File: config.mk
export PLATFORM = sky130hd
export DESIGN_NAME = bpu_update_arbiter
export DESIGN_NICKNAME = d
export VERILOG_FILES = /design/src/rtl/bpu_update_arbiter.sv
export SDC_FILE = /design/constraint.sdc
export NUM_CORES = 1
export LEC_CHECK = 0
export BUFFER_PORTS_ARGS = -buffer_cell sky130_fd_sc_hd__buf_2
export CAP_MARGIN = 40
export CELL_PAD_IN_SITES_DETAIL_PLACEMENT = 0
export CELL_PAD_IN_SITES_GLOBAL_PLACEMENT = 2
export CORE_ASPECT_RATIO = 1.5
export CORE_UTILIZATION = 35
export DETAILED_ROUTE_END_ITERATION = 16
export HOLD_SLACK_MARGIN = 0.05
export PLACE_DENSITY_LB_ADDON = 0.1
export SLEW_MARGIN = 10
export SYNTH_ARGS = -nofsm -noshare
export SYNTH_HDL_FRONTEND = slang
export SYNTH_SLANG_ARGS = --single-unit
export TNS_END_PERCENT = 10
File: constraint.sdc
create_clock -name clk -period 3.6 [get_ports clk]
set_input_delay 1.08 -clock clk [delete_from_list [all_inputs] [get_ports clk]]
set_output_delay 1.08 -clock clk [all_outputs]
set_load 0.1 [all_outputs]
File: src/rtl/bpu_update_arbiter.sv
// Update-port sequencer for the 2-bit branch predictor: two private FIFOs
// drained round-robin, with enable/drain FSM, flush and saturating stats.
module bpu_update_arbiter #(
    parameter int DEPTH = 2,
    parameter int CW    = 16
) (
    input  logic          clk,
    input  logic          reset,
    input  logic          en,
    input  logic          flush,
    input  logic          clr_stats,
    input  logic          rq0_valid,
    output logic          rq0_ready,
    input  logic [7:0]    rq0_pc,
    input  logic          rq0_taken,
    input  logic          rq0_pred,
    input  logic          rq1_valid,
    output logic          rq1_ready,
    input  logic [7:0]    rq1_pc,
    input  logic          rq1_taken,
    input  logic          rq1_pred,
    output logic          bp_valid,
    output logic [7:0]    bp_pc,
    output logic          bp_taken,
    output logic [CW-1:0] upd_count,
    output logic [CW-1:0] miss_count,
    output logic          busy
);

    localparam int AW = (DEPTH > 1) ? $clog2(DEPTH) : 1;
    localparam logic [AW:0]   L_FULL = (AW+1)'(DEPTH);
    localparam logic [CW-1:0] L_ONE  = {{(CW-1){1'b0}}, 1'b1};

    typedef enum logic [1:0] {
        S_DIS,
        S_RUN,
        S_DRAIN
    } state_t;

    state_t r_state;
    state_t w_state_nxt;

    // record layout: {pc, taken, pred}
    logic [9:0]    r_mem [2][DEPTH];
    logic [AW-1:0] r_wp  [2];
    logic [AW-1:0] r_rp  [2];
    logic [AW:0]   r_cnt [2];
    logic          r_rr;

    logic          r_bp_valid;
    logic [7:0]    r_bp_pc;
    logic          r_bp_taken;
    logic [CW-1:0] r_upd;
    logic [CW-1:0] r_miss;
    logic          r_busy;

    logic [9:0]    w_in_rec [2];
    logic [1:0]    w_in_valid;
    logic [1:0]    w_nempty;
    logic [1:0]    w_full;
    logic [1:0]    w_ready;
    logic [1:0]    w_push;
    logic [1:0]    w_pop;
    logic          w_issue;
    logic          w_gnt;
    logic [9:0]    w_rec;
    logic          w_miss;
    logic [AW:0]   w_cnt_nxt [2];

    assign w_in_rec[0] = {rq0_pc, rq0_taken, rq0_pred};
    assign w_in_rec[1] = {rq1_pc, rq1_taken, rq1_pred};
    assign w_in_valid  = {rq1_valid, rq0_valid};

    always_comb begin
        w_nempty = 2'b00;
        w_full   = 2'b00;
        for (int i = 0; i < 2; i++) begin
            w_nempty[i] = (r_cnt[i] != '0);
            w_full[i]   = (r_cnt[i] == L_FULL);
        end
        w_ready = {2{r_state == S_RUN}} & ~w_full;
        w_push  = w_in_valid & w_ready & {2{~flush}};

        w_issue = 1'b0;
        w_gnt   = 1'b0;
        if (r_state != S_DIS && !flush && |w_nempty) begin
            w_issue = 1'b1;
            w_gnt   = (&w_nempty) ? r_rr : w_nempty[1];
        end
        w_pop  = w_issue ? (w_gnt ? 2'b10 : 2'b01) : 2'b00;
        w_rec  = r_mem[w_gnt][r_rp[w_gnt]];
        w_miss = w_rec[1] ^ w_rec[0];

        for (int i = 0; i < 2; i++) begin
            w_cnt_nxt[i] = '0;
            if (!flush)
                w_cnt_nxt[i] = r_cnt[i] + (AW+1)'(w_push[i])
                                        - (AW+1)'(w_pop[i]);
        end
    end

    always_comb begin
        w_state_nxt = r_state;
        unique case (r_state)
            S_DIS:   if (en) w_state_nxt = S_RUN;
            S_RUN:   if (!en) w_state_nxt = S_DRAIN;
            S_DRAIN: begin
                if (en)
                    w_state_nxt = S_RUN;
                else if (!(|w_nempty))
                    w_state_nxt = S_DIS;
            end
            default: w_state_nxt = S_DIS;
        endcase
    end

    always_ff @(posedge clk) begin
        if (!reset)
            r_state <= S_DIS;
        else
            r_state <= w_state_nxt;
    end

    always_ff @(posedge clk) begin
        if (!reset) begin
            for (int i = 0; i < 2; i++) begin
                r_wp[i]  <= '0;
                r_rp[i]  <= '0;
                r_cnt[i] <= '0;
            end
            r_rr <= 1'b0;
        end else begin
            for (int i = 0; i < 2; i++) begin
                if (flush) begin
                    r_wp[i] <= '0;
                    r_rp[i] <= '0;
                end else begin
                    if (w_push[i]) r_wp[i] <= r_wp[i] + AW'(1);
                    if (w_pop[i])  r_rp[i] <= r_rp[i] + AW'(1);
                end
                r_cnt[i] <= w_cnt_nxt[i];
            end
            if (flush)
                r_rr <= 1'b0;
            else if (w_issue)
                r_rr <= ~w_gnt;
        end
    end

    always_ff @(posedge clk) begin
        for (int i = 0; i < 2; i++)
            if (w_push[i]) r_mem[i][r_wp[i]] <= w_in_rec[i];
    end

    always_ff @(posedge clk) begin
        if (!reset) begin
            r_bp_valid <= 1'b0;
            r_bp_pc    <= '0;
            r_bp_taken <= 1'b0;
            r_upd      <= '0;
            r_miss     <= '0;
            r_busy     <= 1'b0;
        end else begin
            r_bp_valid <= w_issue;
            if (w_issue) begin
                r_bp_pc    <= w_rec[9:2];
                r_bp_taken <= w_rec[1];
            end
            // clear wins over a coincident increment
            if (clr_stats) begin
                r_upd  <= '0;
                r_miss <= '0;
            end else if (w_issue) begin
                if (!(&r_upd))
                    r_upd <= r_upd + L_ONE;
                if (w_miss && !(&r_miss))
                    r_miss <= r_miss + L_ONE;
            end
            r_busy <= (w_state_nxt != S_DIS) | (|w_cnt_nxt[0])
                    | (|w_cnt_nxt[1]);
        end
    end

    assign rq0_ready  = w_ready[0];
    assign rq1_ready  = w_ready[1];
    assign bp_valid   = r_bp_valid;
    assign bp_pc      = r_bp_pc;
    assign bp_taken   = r_bp_taken;
    assign upd_count  = r_upd;
    assign miss_count = r_miss;
    assign busy       = r_busy;

endmodule

# After elaboration in Yosys (flattened, before gate mapping)
# Memory sizes are Yosys's and may differ from the RTL's.
# Index checks and enable logic that the tools add are counted.
[totals]
ram_bits = 48
mem_count = 4
elab_cells = 129
reg_bits = 46
[classes]
bitwise = 24
eq_ne = 4
add_sub_neg = 10
mux = 52
reduce_logical = 22
order_cmp = 5
[mem_list]
columns = ["name", "depth", "width", "rd", "rd_clocked_by_memory_dff", "write_ports", "line", "text"]
rows = [
  ["r_mem", 2, 20, 1, 0, 2, "44", "logic [9:0] r_mem [2][DEPTH];"],
  ["r_cnt", 2, 2, 2, 0, 2, "47", "logic [AW:0] r_cnt [2];"],
  ["r_rp", 2, 1, 3, 0, 2, "46", "logic [AW-1:0] r_rp [2];"],
  ["r_wp", 2, 1, 2, 0, 2, "45", "logic [AW-1:0] r_wp [2];"],
]
[op_table]
columns = ["operator", "count"]
rows = [
  ["2-to-1 mux 10 bit", 5],
  ["2-to-1 mux 20 bit", 2],
  ["adder 16 x 1 -> 16 bit, second input constant", 2],
  ["2-to-1 mux 1 bit", 32],
  ["AND reduction 16 bit", 2],
  ["demux 10 bit (select 1 bit)", 2],
  ["2-to-1 mux 2 bit", 10],
  ["OR 1 bit", 12],
  ["OR reduction 2 bit", 5],
  ["nonzero test 2 bit", 4],
  ["bitwise AND 2 bit", 3],
  ["== test 2 bit, second input constant", 3],
  ["greater-or-equal comparator 2 bit, second input constant", 3],
  ["NOT 1 -> 2 bit", 3],
  ["one-hot mux 2 bit (3 select lines)", 1],
  ["AND reduction 2 bit", 3],
  ["logical AND 1 bit", 5],
  ["adder 1 bit, second input constant", 4],
  ["adder 2 x 1 -> 2 bit", 2],
  ["less-than comparator 2 x 1 -> 1 bit, second input constant", 2],
  ["NOT 1 bit", 4],
  ["subtractor 2 x 1 -> 2 bit", 2],
  ["== test 2 x 1 -> 1 bit, second input constant", 1],
  ["logical NOT 1 bit", 2],
  ["other kinds (3)", 3],
]

# Logic depth before layout (Yosys ltp)
# Gate-level depths: netlist (run 1).
# An unclocked memory read counts as a cell.
[logic_depth]
word_depth = 12
mapped_depth = 13
ltp_nobuf = 11

# Worst setup path before layout (run 1)
# Ideal clock, no wire load.
[synth_path]
kind = "flip-flop to flip-flop"
from = "reg r_state[1]"
to = "mem r_mem[0][10] (netlist name), enable pin"
stages_incl_launch_ff = 5
arrival_ns = 3.090
period_less_slack_ns = 3.481
setup_time_ns = 0.391
setup_slack_ns = 0.119
path_cell_list = "dfxtp_1 nand2b_1 a21oi_1 nand2_1 nor3_1"
[synth_rtl]
columns = ["element", "line", "text"]
rows = [
  ["start, declared", "40", "state_t r_state;"],
  ["start signal, assigned", "121", "r_state <= w_state_nxt;"],
  ["end, declared", "44", ""],
]

# Worst setup path after layout (run 1)
[layout_path]
from = "in flush"
to = "reg r_busy (netlist: busy)"
[layout_via]
elab_chain_cells = 11
[layout_rtl]
columns = ["element", "line", "text"]
rows = [
  ["start, declared", "10", "input logic flush,"],
  ["logical NOT 1 bit", "-", ""],
  ["logical AND 1 bit (2 in series)", "86", "if (r_state != S_DIS && !flush && |w_nempty) begin"],
  ["2-to-1 mux 1 bit", "86", ""],
  ["2-to-1 mux 2 bit (2 in series)", "90", "w_pop = w_issue ? (w_gnt ? 2'b10 : 2'b01) : 2'b00;"],
  ["subtractor 2 x 1 -> 2 bit", "98", "- (AW+1)'(w_pop[i]);"],
  ["2-to-1 mux 2 bit", "96", "if (!flush)"],
  ["OR reduction 2 bit", "179", "r_busy <= (w_state_nxt != S_DIS) | (|w_cnt_nxt[0])"],
  ["OR 1 bit", "179", ""],
  ["OR 1 bit (*)", "180", "| (|w_cnt_nxt[1]);"],
  ["end signal, assigned", "179", ""],
  ["end, declared", "55", "logic r_busy;"],
]
# Every way passes the cells marked *; elsewhere a longest branch is shown, timed or not.
# A chain may end at the register's enable or synchronous reset.

==> results of run 1 <==
## worst max-delay path, stage by stage
cell and delay, ns:
buf_2 0.15, o21ba_2 0.29, and2_4 0.26, nand2_2 0.10, inv_2 0.11, ha_1 0.23
inv_1 0.06, ha_1 0.23, nor2_1 0.12, o221ai_1 0.13, a211o_1 0.30
## layer usage
metal  global-route usage [%]  share of wire (%)
met5                        0                  0
met1                     18.3                 41
met4                     5.73                1.2
met3                     3.17                4.0
met2                     30.2                 54
## state kept, by name, summed over array words and instances, names as in the netlist
signal and count:
r_cnt 4, r_rr 1, r_mem 40, upd_count 16, miss_count 16, r_wp 2
bp_valid 1, r_rp 2, bp_taken 1, r_state 2, busy 1, bp_pc 8
## report_power, final
part,switching [µW],internal [µW],total (µW)
logic,64.6,34.4,99.0
clock network,451,492,943
registers,8.56,1130,1140
## metrics by stage
stage | hold WS [ns] | setup WS (ns) | instances
after global placement | 0.440 | 0.444 | 599
after CTS | 0.453 | 0.747 | 615
final | 0.450 | 0.789 | 615
after global routing | 0.468 | 0.594 | 615
after detailed placement | 0.444 | 0.386 | 599
after floorplan | 0.431 | 0.119 | 389
## worst max path at each step
stage,from,cells after the start,slack [ns],to
finish,flush,11,0.79,busy$_SDFF_PN0_
global placement,flush,11,0.44,busy$_SDFF_PN0_
floorplan,r_state[1]$_SDFF_PN0_,4,0.12,r_mem[0][10]$_DFFE_PP_
CTS,flush,11,0.75,busy$_SDFF_PN0_
global route,flush,12,0.59,busy$_SDFF_PN0_
detailed placement,flush,11,0.39,busy$_SDFF_PN0_
## cell type report
class	count	area (µm²)	share of cell area [%]
flip-flops and latches	94	2320	46.1
multi-input cells	271	1810	35.8
repair buffers	78	408	8.09
clock buffers	9	225	4.47
well taps	150	188	3.72
clock inverters	7	68.8	1.36
inverters	6	25.0	0.496
## cells by family (layout without fill, tap and decap cells)
| logic type | Yosys count | in the layout | share of synthesized area (%) |
|---|---|---|---|
| and+or+nand+nor | 143 | 143 | 17.4 |
| DFF | 94 | 94 | 54.8 |
| AOI/OAI and AO/OA | 86 | 86 | 15.0 |
| muxes | 24 | 24 | 5.94 |
| buffers and inverters | 24 | 100 | 2.57 |
| xor gates and xnor gates | 12 | 12 | 2.48 |
| adders and majority gates | 6 | 6 | 1.77 |
## layout by cell type, fill, tap and decap left out, types with 7 or more instances in the layout
cell / instances
and3_1: 8
or4_1: 8
o211ai_1: 10
mux2_2: 9
buf_4: 7
a21boi_1: 9
edfxtp_1: 44
clkbuf_16: 9
nand2_1: 52
xnor2_1: 10
o31ai_1: 7
mux2i_1: 15
nand3_1: 9
and2_1: 11
a31oi_1: 7
nor2_1: 22
dfxtp_1: 50
buf_2: 71
a21oi_1: 22
==> metrics.md, run 1 <==
| Metric | Value |
|---|---|
| Worst Hold Class | flop to flop |
| WP data arrival | 3.05 ns |
| Leakage | 0.00197 µW |
| Hold_sp | bp_pc[4]$_SDFFE_PN0P_ |
| Die H | 137 µm |
| Synth Register Bits | 94 |
| Total number of placement rows | 48 |
| Drt pass-1 iters | 4 |
| Ys flop type | dfxtp_1 |
| Final hold vios | 0 |
| First-pass GRT wire length | 15.4 mm |
| DIE WIDTH | 91.8 µm |
| Final setup viols | 0 |
| Launch point of the worst reg-to-reg path | r_cnt[0][1]$_SDFF_PN0_ |
| Hold Path Sink | bp_pc[4]$_SDFFE_PN0P_ |
| CP Class | primary input to flop |
| Routed wire per std cell | 15.8 µm |
| CTS sink cnt | 94 |
| Area delta synth->final | 19.0% |
| Cts-stage hold buffer count | 0 |
| Layout fillers | 1,166 |
| CTS resizes | 0 |
| IO Port Bufs | 71 |
| GR Util All Layers | 16.2% |
| Post-Synthesis Net Count | 422 |
| Top-count cell post-synth | nand2_1 |
| Util after Layout | 43.3% |
| Syn avg cell area | 10.9 µm² |
| Share of post-route cells with drive strength above 1 | 25.8% |
| Post-CTS setup buffer count | 0 |
| Tcrit/Tclk final | 78.1% |
| MaxCap Viol Count | 0 |
| Via count | 3,150 |
| Maximum root-to-sink buffer count | 2 |
| CP startpoint kind | primary input |
| CP max FO | 13 |
| DRC errors left | 0 |
| Asr flop ratio synth | 0% |
| Fmax | 356 MHz |
| Area leader, netlist | edfxtp_1 |
| H-tree levels | 3 |
| Cell area after placement | 0.00475 mm² |
| Vias in the first global route | 2,978 |
| Pins over their slew limit | 0 |
| Worst Reg-to-Reg Cells | 10 |
| Yosys cell types | 58 |
| Sum Neg Setup Slack | 0 ns |
| Placer Congestion | 0.780 |
| Pin count of the biggest net entering global routing | 21 |
| RR Endpoint | busy$_SDFF_PN0_ |
| Initial Utilization | 36.4% |
| Routed Wire Length | 9.71 mm |
| Skew-Pair Late Insertion Delay | 0.34 ns |
| DPL Wire Length | 7.20 mm |
| Post-Syn Instances | 389 |
| RSZ-0062 raised after global routing | no |
| CTS tree | done |
| I/O Pins | 72 |
| Nets | 493 |
| Commonest cells in the synthesized netlist | 52 x nand2_1, 50 x dfxtp_1, 44 x edfxtp_1 |
| DIE AREA | 0.0126 mm² |
| CTS Buf Count | 9 |
| Ranking of synthesized cells by area | edfxtp_1 31%, dfxtp_1 24%, nand2_1 4.6% |
| Fin crit period | 2.81 ns |
| Final Total Pwr | 2180 µW |
| ANT nets after route | 0 |
| Worst-Margin Slew | 0.623 ns |
| Iter 0 DRT Violations | 100 |
| Inserted Diodes | 0 |
| Post-synthesis sequential area ratio | 54.8% |
| Hold Path Depth | 2 |
| GRT overflow | 0 |
| Core area | 0.0117 mm² |
| Clk slew on worst S/H paths | 0.07 ns |
| Synth warnings | 0 |
| Initial antenna violation count | 0 |
| Status | finished clean |
| Worst Clk Skew | 0.00650 ns |
| Cell area after synthesis | 0.00424 mm² |
| Worst R2R Setup Slack | 1.02 ns |
| Total power divided by cell area | 432 mW/mm² |
| Crit. End Element | flop |
| Slew margin rel. | 58.5% |
| Peak VDD IR | 0.255 mV |
| Yosys top cell area share | 31.2% |
| Design Area, Final | 0.00504 mm² |
| Root Buffer | clkbuf_16 |
| Post-synth EDFFs | 44 |
| Vias per cell | 5.12 |
| Required @ worst endpoint | 3.84 ns |
Note: power is estimated with default switching activity, not from simulation.
==> inputs of run 2 (changes only) <==
--- a/config.mk
+++ b/config.mk
@@ -5,12 +5,13 @@
 export SDC_FILE = /design/constraint.sdc
 export NUM_CORES = 1
 export LEC_CHECK = 0
+export ABC_AREA = 1
 export BUFFER_PORTS_ARGS = -buffer_cell sky130_fd_sc_hd__buf_2
 export CAP_MARGIN = 40
 export CELL_PAD_IN_SITES_DETAIL_PLACEMENT = 0
 export CELL_PAD_IN_SITES_GLOBAL_PLACEMENT = 2
 export CORE_ASPECT_RATIO = 1.5
-export CORE_UTILIZATION = 35
+export CORE_UTILIZATION = 34
 export DETAILED_ROUTE_END_ITERATION = 16
 export HOLD_SLACK_MARGIN = 0.05
 export PLACE_DENSITY_LB_ADDON = 0.1
==> constraint.sdc (replaced) <==
create_clock -name clk -period 2.6 [get_ports clk]
set_input_delay 0.78 -clock clk [delete_from_list [all_inputs] [get_ports clk]]
set_output_delay 0.78 -clock clk [all_outputs]
set_load 0.1 [all_outputs]
==> run 2 against run 1 <==
  * Synthesized area grew 7.4%
  * Final cell count grew 27%
  * Clock power up 41%
  * Cell area up 8.3%
  * Critical path depth fell by 6
  * Sequential power is 38% higher
  * Sequential share of layout area is 3.5 points lower
  * Synthesized cell count is 36% higher
  * Die area up 10%
  * Count of clock-buffer cells in the layout stayed put
  * Routed wire length is 19% higher
  * Critical path type is now flop to output pin
  * Highest routed layer unchanged
==> metrics.md, run 2 <==
| Metric | Value |
|---|---|
| Sum Neg Setup Slack | 0 ns (unchanged) |
| Inserted Diodes | 0 (unchanged) |
| Via count | 3,720 (was 3,150) |
| Status | finished clean (unchanged) |
| Worst Hold Class | flop to flop (unchanged) |
| Initial Utilization | 34.9% (was 36.4%) |
| Hold Path Sink | r_rr$_SDFFE_PP0P_ (was bp_pc[4]$_SDFFE_PN0P_) |
| CP startpoint kind | flop (was primary input) |
| Asr flop ratio synth | 0% (unchanged) |
| Hold Path Depth | 2 (unchanged) |
| Syn avg cell area | 8.62 µm² (was 10.9 µm²) |
| Post-Syn Instances | 528 (was 389) |
| Post-Synthesis Net Count | 561 (was 422) |
| WP data arrival | 1.53 ns (was 3.05 ns) |
| Most frequent cells in the layout | 114 x nand2_1, 71 x buf_2, 58 x inv_1 (was 71 x buf_2, 52 x nand2_1, 50 x dfxtp_1) |
| Ranking of synthesized cells by area | edfxtp_1 29%, dfxtp_1 22%, nand2_1 9.4% (was edfxtp_1 31%, dfxtp_1 24%, nand2_1 4.6%) |
| Pin count of the biggest net entering global routing | 20 (was 21) |
| Slew margin rel. | 66.3% (was 58.5%) |
| IO Port Bufs | 71 (unchanged) |
| Worst R2R Setup Slack | 0.57 ns (was 1.02 ns) |
| Synth Register Bits | 94 (unchanged) |
| Post-CTS setup buffer count | 0 (unchanged) |
| DIE AREA | 0.0139 mm² (was 0.0126 mm²) |
| Routed wire per std cell | 14.8 µm (was 15.8 µm) |
| Die H | 144 µm (was 137 µm) |
| Final setup viols | 0 (unchanged) |
| Layout fillers | 1,352 (was 1,166) |
| RSZ-0062 raised after global routing | no (unchanged) |
| Skew-Pair Late Insertion Delay | 0.35 ns (was 0.34 ns) |
| First-pass GRT wire length | 18.6 mm (was 15.4 mm) |
| DIE WIDTH | 96.4 µm (was 91.8 µm) |
| Leakage | 0.00224 µW (was 0.00197 µW) |
| Final Instance Count excl. Fillers | 778 (was 615) |
| Hold_ws | 0.474 ns (was 0.450 ns) |
| Pins over their slew limit | 0 (unchanged) |
| Routed Wire Length | 11.5 mm (was 9.71 mm) |
| Required @ worst endpoint | 1.82 ns (was 3.84 ns) |
| Dpl cells | 762 (was 599) |
| Design Area, Final | 0.00546 mm² (was 0.00504 mm²) |
| Max reg flops | 40 (unchanged) |
| MaxCap Viol Count | 0 (unchanged) |
| CP max FO | 4 (was 13) |
| Worst-Margin Slew | 0.509 ns (was 0.623 ns) |
| Launch point of the worst reg-to-reg path | r_cnt[0][1]$_SDFF_PN0_ (unchanged) |
| Core area | 0.0130 mm² (was 0.0117 mm²) |
| Cell area after placement | 0.00516 mm² (was 0.00475 mm²) |
| CTS Buf Count | 9 (unchanged) |
| Final hold vios | 0 (unchanged) |
| Cell area after synthesis | 0.00455 mm² (was 0.00424 mm²) |
| Yosys top cell area share | 29.0% (was 31.2%) |
| Fmax | 434 MHz |
| Cts-stage hold buffer count | 0 (unchanged) |
| Share of post-route cells with drive strength above 1 | 24.1% (was 25.8%) |
| Nets | 647 (was 493) |
| Total number of placement rows | 51 (was 48) |
| Iter 0 DRT Violations | 129 (was 100) |
| Initial antenna violation count | 0 (unchanged) |
| Root Buffer | clkbuf_16 (unchanged) |
| Area leader, netlist | edfxtp_1 (unchanged) |
| ANT nets after route | 0 (unchanged) |
| Most common cell after layout, fill and taps aside | nand2_1 (was buf_2) |
| Placer Congestion | 0.792 (was 0.780) |
| CTS tree | done (unchanged) |
| I/O Pins | 72 (unchanged) |
| DPL Wire Length | 8.65 mm (was 7.20 mm) |
| Peak VDD IR | 0.277 mV (was 0.255 mV) |
| Drt pass-1 iters | 4 (unchanged) |
| Worst Reg-to-Reg Cells | 10 (unchanged) |
| Vias in the first global route | 3,717 (was 2,978) |
| DRC errors left | 0 (unchanged) |
| CTS resizes | 0 (unchanged) |
| CP Class | flop to output pin (was primary input to flop) |
| H-tree levels | 3 (unchanged) |
| Hold_sp | r_rr$_SDFFE_PP0P_ (was bp_pc[4]$_SDFFE_PN0P_) |
| GRT overflow | 0 (unchanged) |
| GR Util All Layers | 18.0% (was 16.2%) |
| Top-count cell post-synth | nand2_1 (unchanged) |
| RR Endpoint | busy$_SDFF_PN0_ (unchanged) |
| Crit. End Element | output pin (was flop) |
| Tcrit/Tclk final | 88.7% |
| Area delta synth->final | 20.0% (was 19.0%) |
| Post-synth EDFFs | 44 (unchanged) |
| Synth warnings | 0 (unchanged) |
| Fin crit period | 2.31 ns |
| Post-synthesis sequential area ratio | 51.0% (was 54.8%) |
| Ys flop type | dfxtp_1 (unchanged) |
| Worst Clk Skew | 0.00415 ns (was 0.00650 ns) |
| Clk slew on worst S/H paths | 0.07 ns (about the same) |
| Commonest cells in the synthesized netlist | 114 x nand2_1, 58 x inv_1, 57 x nor2_1 (was 52 x nand2_1, 50 x dfxtp_1, 44 x edfxtp_1) |
| Yosys cell types | 36 (was 58) |
| Vias per cell | 4.78 (was 5.12) |
| CTS sink cnt | 94 (unchanged) |
| Total power divided by cell area | 562 mW/mm² (was 432 mW/mm²) |
| Maximum root-to-sink buffer count | 2 (unchanged) |
run 2: cell count changes in the layout (fill, tap and decap cells not counted), moves of 12 or more:
cell	previous run	this run
buf_4	7	19
a21oi_1	22	39
nor2_1	22	57
nand4_1	5	24
mux2i_1	15	0
inv_1	4	58
o21ai_0	1	16
nand2_1	52	114
nand2_2	1	17
run 2: cells by family after synthesis:
| kind of cell | synth area share (%) |
|---|---|
| and+or+nand+nor | 26.4 |
| AOI/OAI and AO/OA | 9.76 |
| buffers and inverters | 7.32 |
| adders and majority gates | 1.65 |
| DFF | 51.0 |
| xor gates and xnor gates | 3.85 |
run 2: final cells by class:
| type | instances | area (µm²) | share of cell area [%] |
|---|---|---|---|
| inverters | 61 | 229 | 4.19 |
| well taps | 159 | 199 | 3.64 |
| multi-input cells | 358 | 1910 | 35.0 |
| repair buffers | 90 | 498 | 9.12 |
| clock buffers | 9 | 225 | 4.12 |
| flip-flops and latches | 94 | 2320 | 42.5 |
| clock inverters | 7 | 77.6 | 1.42 |
run 2: through the flow:
step	util, %	total power [µW]	setup WS [ns]
after detailed placement	39.6	1780	0.0644
after floorplan	-	1710	-0.0638
after global routing	41.9	3200	0.172
after CTS	41.9	3130	0.280
final	41.9	3070	0.295
after global placement	39.6	1770	0.102
run 2: critical path, cell delays in order (launching register included):
cell,delay [ns]
dfxtp_1,0.39
inv_1,0.05
nor2_1,0.08
inv_1,0.08
a21oi_2,0.13
buf_2,0.44
run 2: worst max-delay path by stage:
stage	startpoint	endpoint	slack, ns
2_1_floorplan	miss_count[1]$_SDFFE_PP0P_	miss_count[12]$_SDFFE_PP0P_	-0.06
4_1_cts	r_state[0]$_SDFF_PN0_	rq1_ready	0.28
6_report	r_state[0]$_SDFF_PN0_	rq1_ready	0.29
3_3_place_gp	flush	upd_count[7]$_SDFFE_PP0P_	0.10
3_5_place_dp	flush	upd_count[7]$_SDFFE_PP0P_	0.06
5_1_grt	r_state[0]$_SDFF_PN0_	rq1_ready	0.17
run 2: where the power goes:
group	leakage, µW	total, µW	switching (µW)	internal, µW
Sequential	0.000809	1570	6.98	1560
Clock	0.000146	1330	647	686
Combinational	0.00129	171	122	48.9
run 2: layer usage:
metal	vias to the layer above	part of all wire [%]	track usage, %
met3	9	4.0	4.07
met4	0	1.1	4.88
met2	56	54	33.4
met1	1734	41	20.0
met5	-	0	0
li1	1921	-	-
==> inputs of run 3 (changes only) <==
--- a/config.mk
+++ b/config.mk
@@ -8,13 +8,10 @@
 export ABC_AREA = 1
 export BUFFER_PORTS_ARGS = -buffer_cell sky130_fd_sc_hd__buf_2
 export CAP_MARGIN = 40
-export CELL_PAD_IN_SITES_DETAIL_PLACEMENT = 0
-export CELL_PAD_IN_SITES_GLOBAL_PLACEMENT = 2
 export CORE_ASPECT_RATIO = 1.5
-export CORE_UTILIZATION = 34
+export CORE_UTILIZATION = 35
 export DETAILED_ROUTE_END_ITERATION = 16
 export HOLD_SLACK_MARGIN = 0.05
-export PLACE_DENSITY_LB_ADDON = 0.1
 export SLEW_MARGIN = 10
 export SYNTH_ARGS = -nofsm -noshare
 export SYNTH_HDL_FRONTEND = slang
==> constraint.sdc (replaced) <==
create_clock -name clk -period 2.6 [get_ports clk]
set_input_delay 0.52 -clock clk [delete_from_list [all_inputs] [get_ports clk]]
set_output_delay 0.52 -clock clk [all_outputs]
set_load 0.1 [all_outputs]
==> run 3 against run 2 <==
  * Critical path depth rose by 7
  * Clock power barely moved
  * Non-clock buffer count is 3 lower
  * Routed wire length is 8.7% lower
  * First-iteration DRC count fell by 17%
  * Register-to-register slack got worse by 0.11 ns
==> metrics.md, run 3 (synthesized netlist as in run 2, its figures left out) <==
| Metric | Value |
|---|---|
| Pins over their slew limit | 0 (unchanged) |
| MaxCap Viol Count | 0 (unchanged) |
| Share of post-route cells with drive strength above 1 | 23.7% (was 24.1%) |
| Area delta synth->final | 20.0% (about the same) |
| Peak VDD IR | 0.335 mV (was 0.277 mV) |
| Met2 Routed Length | 5.56 mm (was 6.19 mm) |
| Via count | 3,803 (was 3,720) |
| Fmax | 468 MHz (was 434 MHz) |
| Slew margin rel. | 66.6% (was 66.3%) |
| Clk slew on worst S/H paths | 0.07 ns (about the same) |
| Worst-Margin Slew | 0.505 ns (was 0.509 ns) |
| Clock power share | 43.8% (was 43.4%) |
| DIE AREA | 0.0135 mm² (was 0.0139 mm²) |
| Iter 0 DRT Violations | 107 (was 129) |
| Placer Congestion | 0.864 (was 0.792) |
| CTS Buf Count | 9 (unchanged) |
| RSZ-0062 raised after global routing | no (unchanged) |
| Sw Share | 24.1% (was 25.3%) |
| Leakage | 0.00225 µW (was 0.00224 µW) |
| Power share of the sequential group | 50.8% (was 51.0%) |
| Skew-Pair Late Insertion Delay | 0.34 ns (was 0.35 ns) |
| Most frequent cells in the layout | 114 x nand2_1, 71 x buf_2, 58 x inv_1 (unchanged) |
| Met3 WL | 418 µm (was 458 µm) |
| Max reg flops | 40 (unchanged) |
| GR Util All Layers | 16.7% (was 18.0%) |
| ANT nets after route | 0 (unchanged) |
| CTS tree | done (unchanged) |
| Required @ worst endpoint | 2.88 ns (was 1.82 ns) |
| Final Total Pwr | 3090 µW (was 3070 µW) |
| Nets | 644 (was 647) |
| Maximum root-to-sink buffer count | 2 (unchanged) |
| Crit. End Element | flop (was output pin) |
| Total power divided by cell area | 565 mW/mm² (was 562 mW/mm²) |
| P_sw | 742 µW (was 776 µW) |
| First-pass GRT wire length | 17.5 mm (was 18.6 mm) |
| Drt pass-1 iters | 4 (unchanged) |
| Part of the power in combinational logic | 5.4% (was 5.6%) |
| Fin crit period | 2.14 ns (was 2.31 ns) |
| Vias per cell | 4.93 (was 4.78) |
| DPL Wire Length | 7.77 mm (was 8.65 mm) |
| H-tree levels | 3 (unchanged) |
| Status | finished clean (unchanged) |
| Util after Layout | 43.4% (was 41.9%) |
| Max layer used | met4 (unchanged) |
| WP data arrival | 2.42 ns (was 1.53 ns) |
| Worst Hold Class | primary input to flop (was flop to flop) |
| Initial antenna violation count | 0 (unchanged) |
| Root Buffer | clkbuf_16 (unchanged) |
| Final hold vios | 0 (unchanged) |
| CTS resizes | 0 (unchanged) |
| Core area | 0.0126 mm² (was 0.0130 mm²) |
| Routed wire per std cell | 13.6 µm (was 14.8 µm) |
| Vias in the first global route | 3,853 (was 3,717) |
| Kind of cell adding the most delay to the critical path | simple AND/OR/NAND/NOR gates (was buffers and inverters) |
| Post-Route M1 WL | 4.20 mm (was 4.75 mm) |
| Tcrit/Tclk final | 82.2% (was 88.7%) |
| CP startpoint kind | flop (unchanged) |
| CP max FO | 17 (was 4) |
| Total number of placement rows | 50 (was 51) |
| CTS sink cnt | 94 (unchanged) |
| DRC errors left | 0 (unchanged) |
| Routed Wire Length | 10.5 mm (was 11.5 mm) |
| Initial Utilization | 36.2% (was 34.9%) |
| IO Port Bufs | 71 (unchanged) |
| Largest stage delay, worst path | 0.39 ns (was 0.44 ns) |
| I/O Pins | 72 (unchanged) |
| Power Internal | 2340 µW (was 2290 µW) |
| Worst path bufs/invs | 1 (was 3) |
| CP Class | flop to flop (was flop to output pin) |
| Most common cell after layout, fill and taps aside | nand2_1 (unchanged) |
| Crit path cell chain | o21ai_4, nand3_4, buf_4, nand2_1, nand2_1, nand2_1, nand2_1, nand2_4, nand3_4, nand2_1, nand2_1, nor2_1 (was inv_1, nor2_1, inv_1, a21oi_2, buf_2) |
| Final setup viols | 0 (unchanged) |
| Worst Clk Skew | 0.00985 ns (was 0.00415 ns) |
| Most used cell, CP | nand2_1 (was inv_1) |
| Inserted Diodes | 0 (unchanged) |
| Post-CTS setup buffer count | 0 (unchanged) |
| Die H | 142 µm (was 144 µm) |
| CP max-delay cell | dfxtp_1 (was buf_2) |
| DIE WIDTH | 95.1 µm (was 96.4 µm) |
| GRT overflow | 0 (unchanged) |
| Pin count of the biggest net entering global routing | 19 (was 20) |
| Cts-stage hold buffer count | 0 (unchanged) |
## run 3: final timing paths
kind                           from                          to  slack [ns]  cells after the start
min                       rq0_pc[5]       r_mem[0][7]$_DFFE_PP_        0.36                      1
max          r_cnt[0][1]$_SDFF_PN0_  miss_count[0]$_SDFFE_PP0P_        0.46                     12
min reg2reg       r_rr$_SDFFE_PP0P_           r_rr$_SDFFE_PP0P_        0.47                      2
max reg2reg  r_cnt[0][1]$_SDFF_PN0_  miss_count[0]$_SDFFE_PP0P_        0.46                     12
## run 3: worst register-to-register path: cells and delay by family, from the launching register on
family / cells / cell delay [ns]
buf+inv: 1 / 0.20
simple gates: 10 / 1.21
flops: 1 / 0.39
compound gates: 1 / 0.30
## run 3: final cells by class
type / instances / area, µm²
Clock inverter: 6 / 57.6
Multi-Input combinational cell: 358 / 1910
Clock buffer: 10 / 250
Tap cell: 156 / 195
Sequential cell: 94 / 2320
Timing Repair Buffer: 87 / 495
Fill cell: 1235 / 7120
Inverter: 61 / 229
## run 3: power by group through the flow
stage               Sequential, µW  Clock (µW)  Combinational (µW)
finish                        1570        1350                 168
floorplan                     1620           0                93.4
CTS                           1570        1390                 169
global route                  1570        1440                 184
detailed placement            1600           0                 169
global placement              1600           0                 161
## run 3: through the flow
stage | setup slack, ns | hold slack [ns] | TNS (ns) | cells | area, µm²
after floorplan | -0.0638 | 0.444 | -0.560 | 528 | 4560
after global placement | 0.327 | 0.462 | 0 | 755 | 5120
after detailed placement | 0.286 | 0.463 | 0 | 756 | 5150
after CTS | 0.462 | 0.349 | 0 | 772 | 5460
after global routing | 0.245 | 0.356 | 0 | 772 | 5460
final | 0.463 | 0.365 | 0 | 772 | 5460
## run 3: metal layers
layer	vias up	GRT usage [%]
met5	-	0
met4	0	8.37
met3	22	3.11
met2	95	30.6
met1	1769	17.9
li1	1917	-
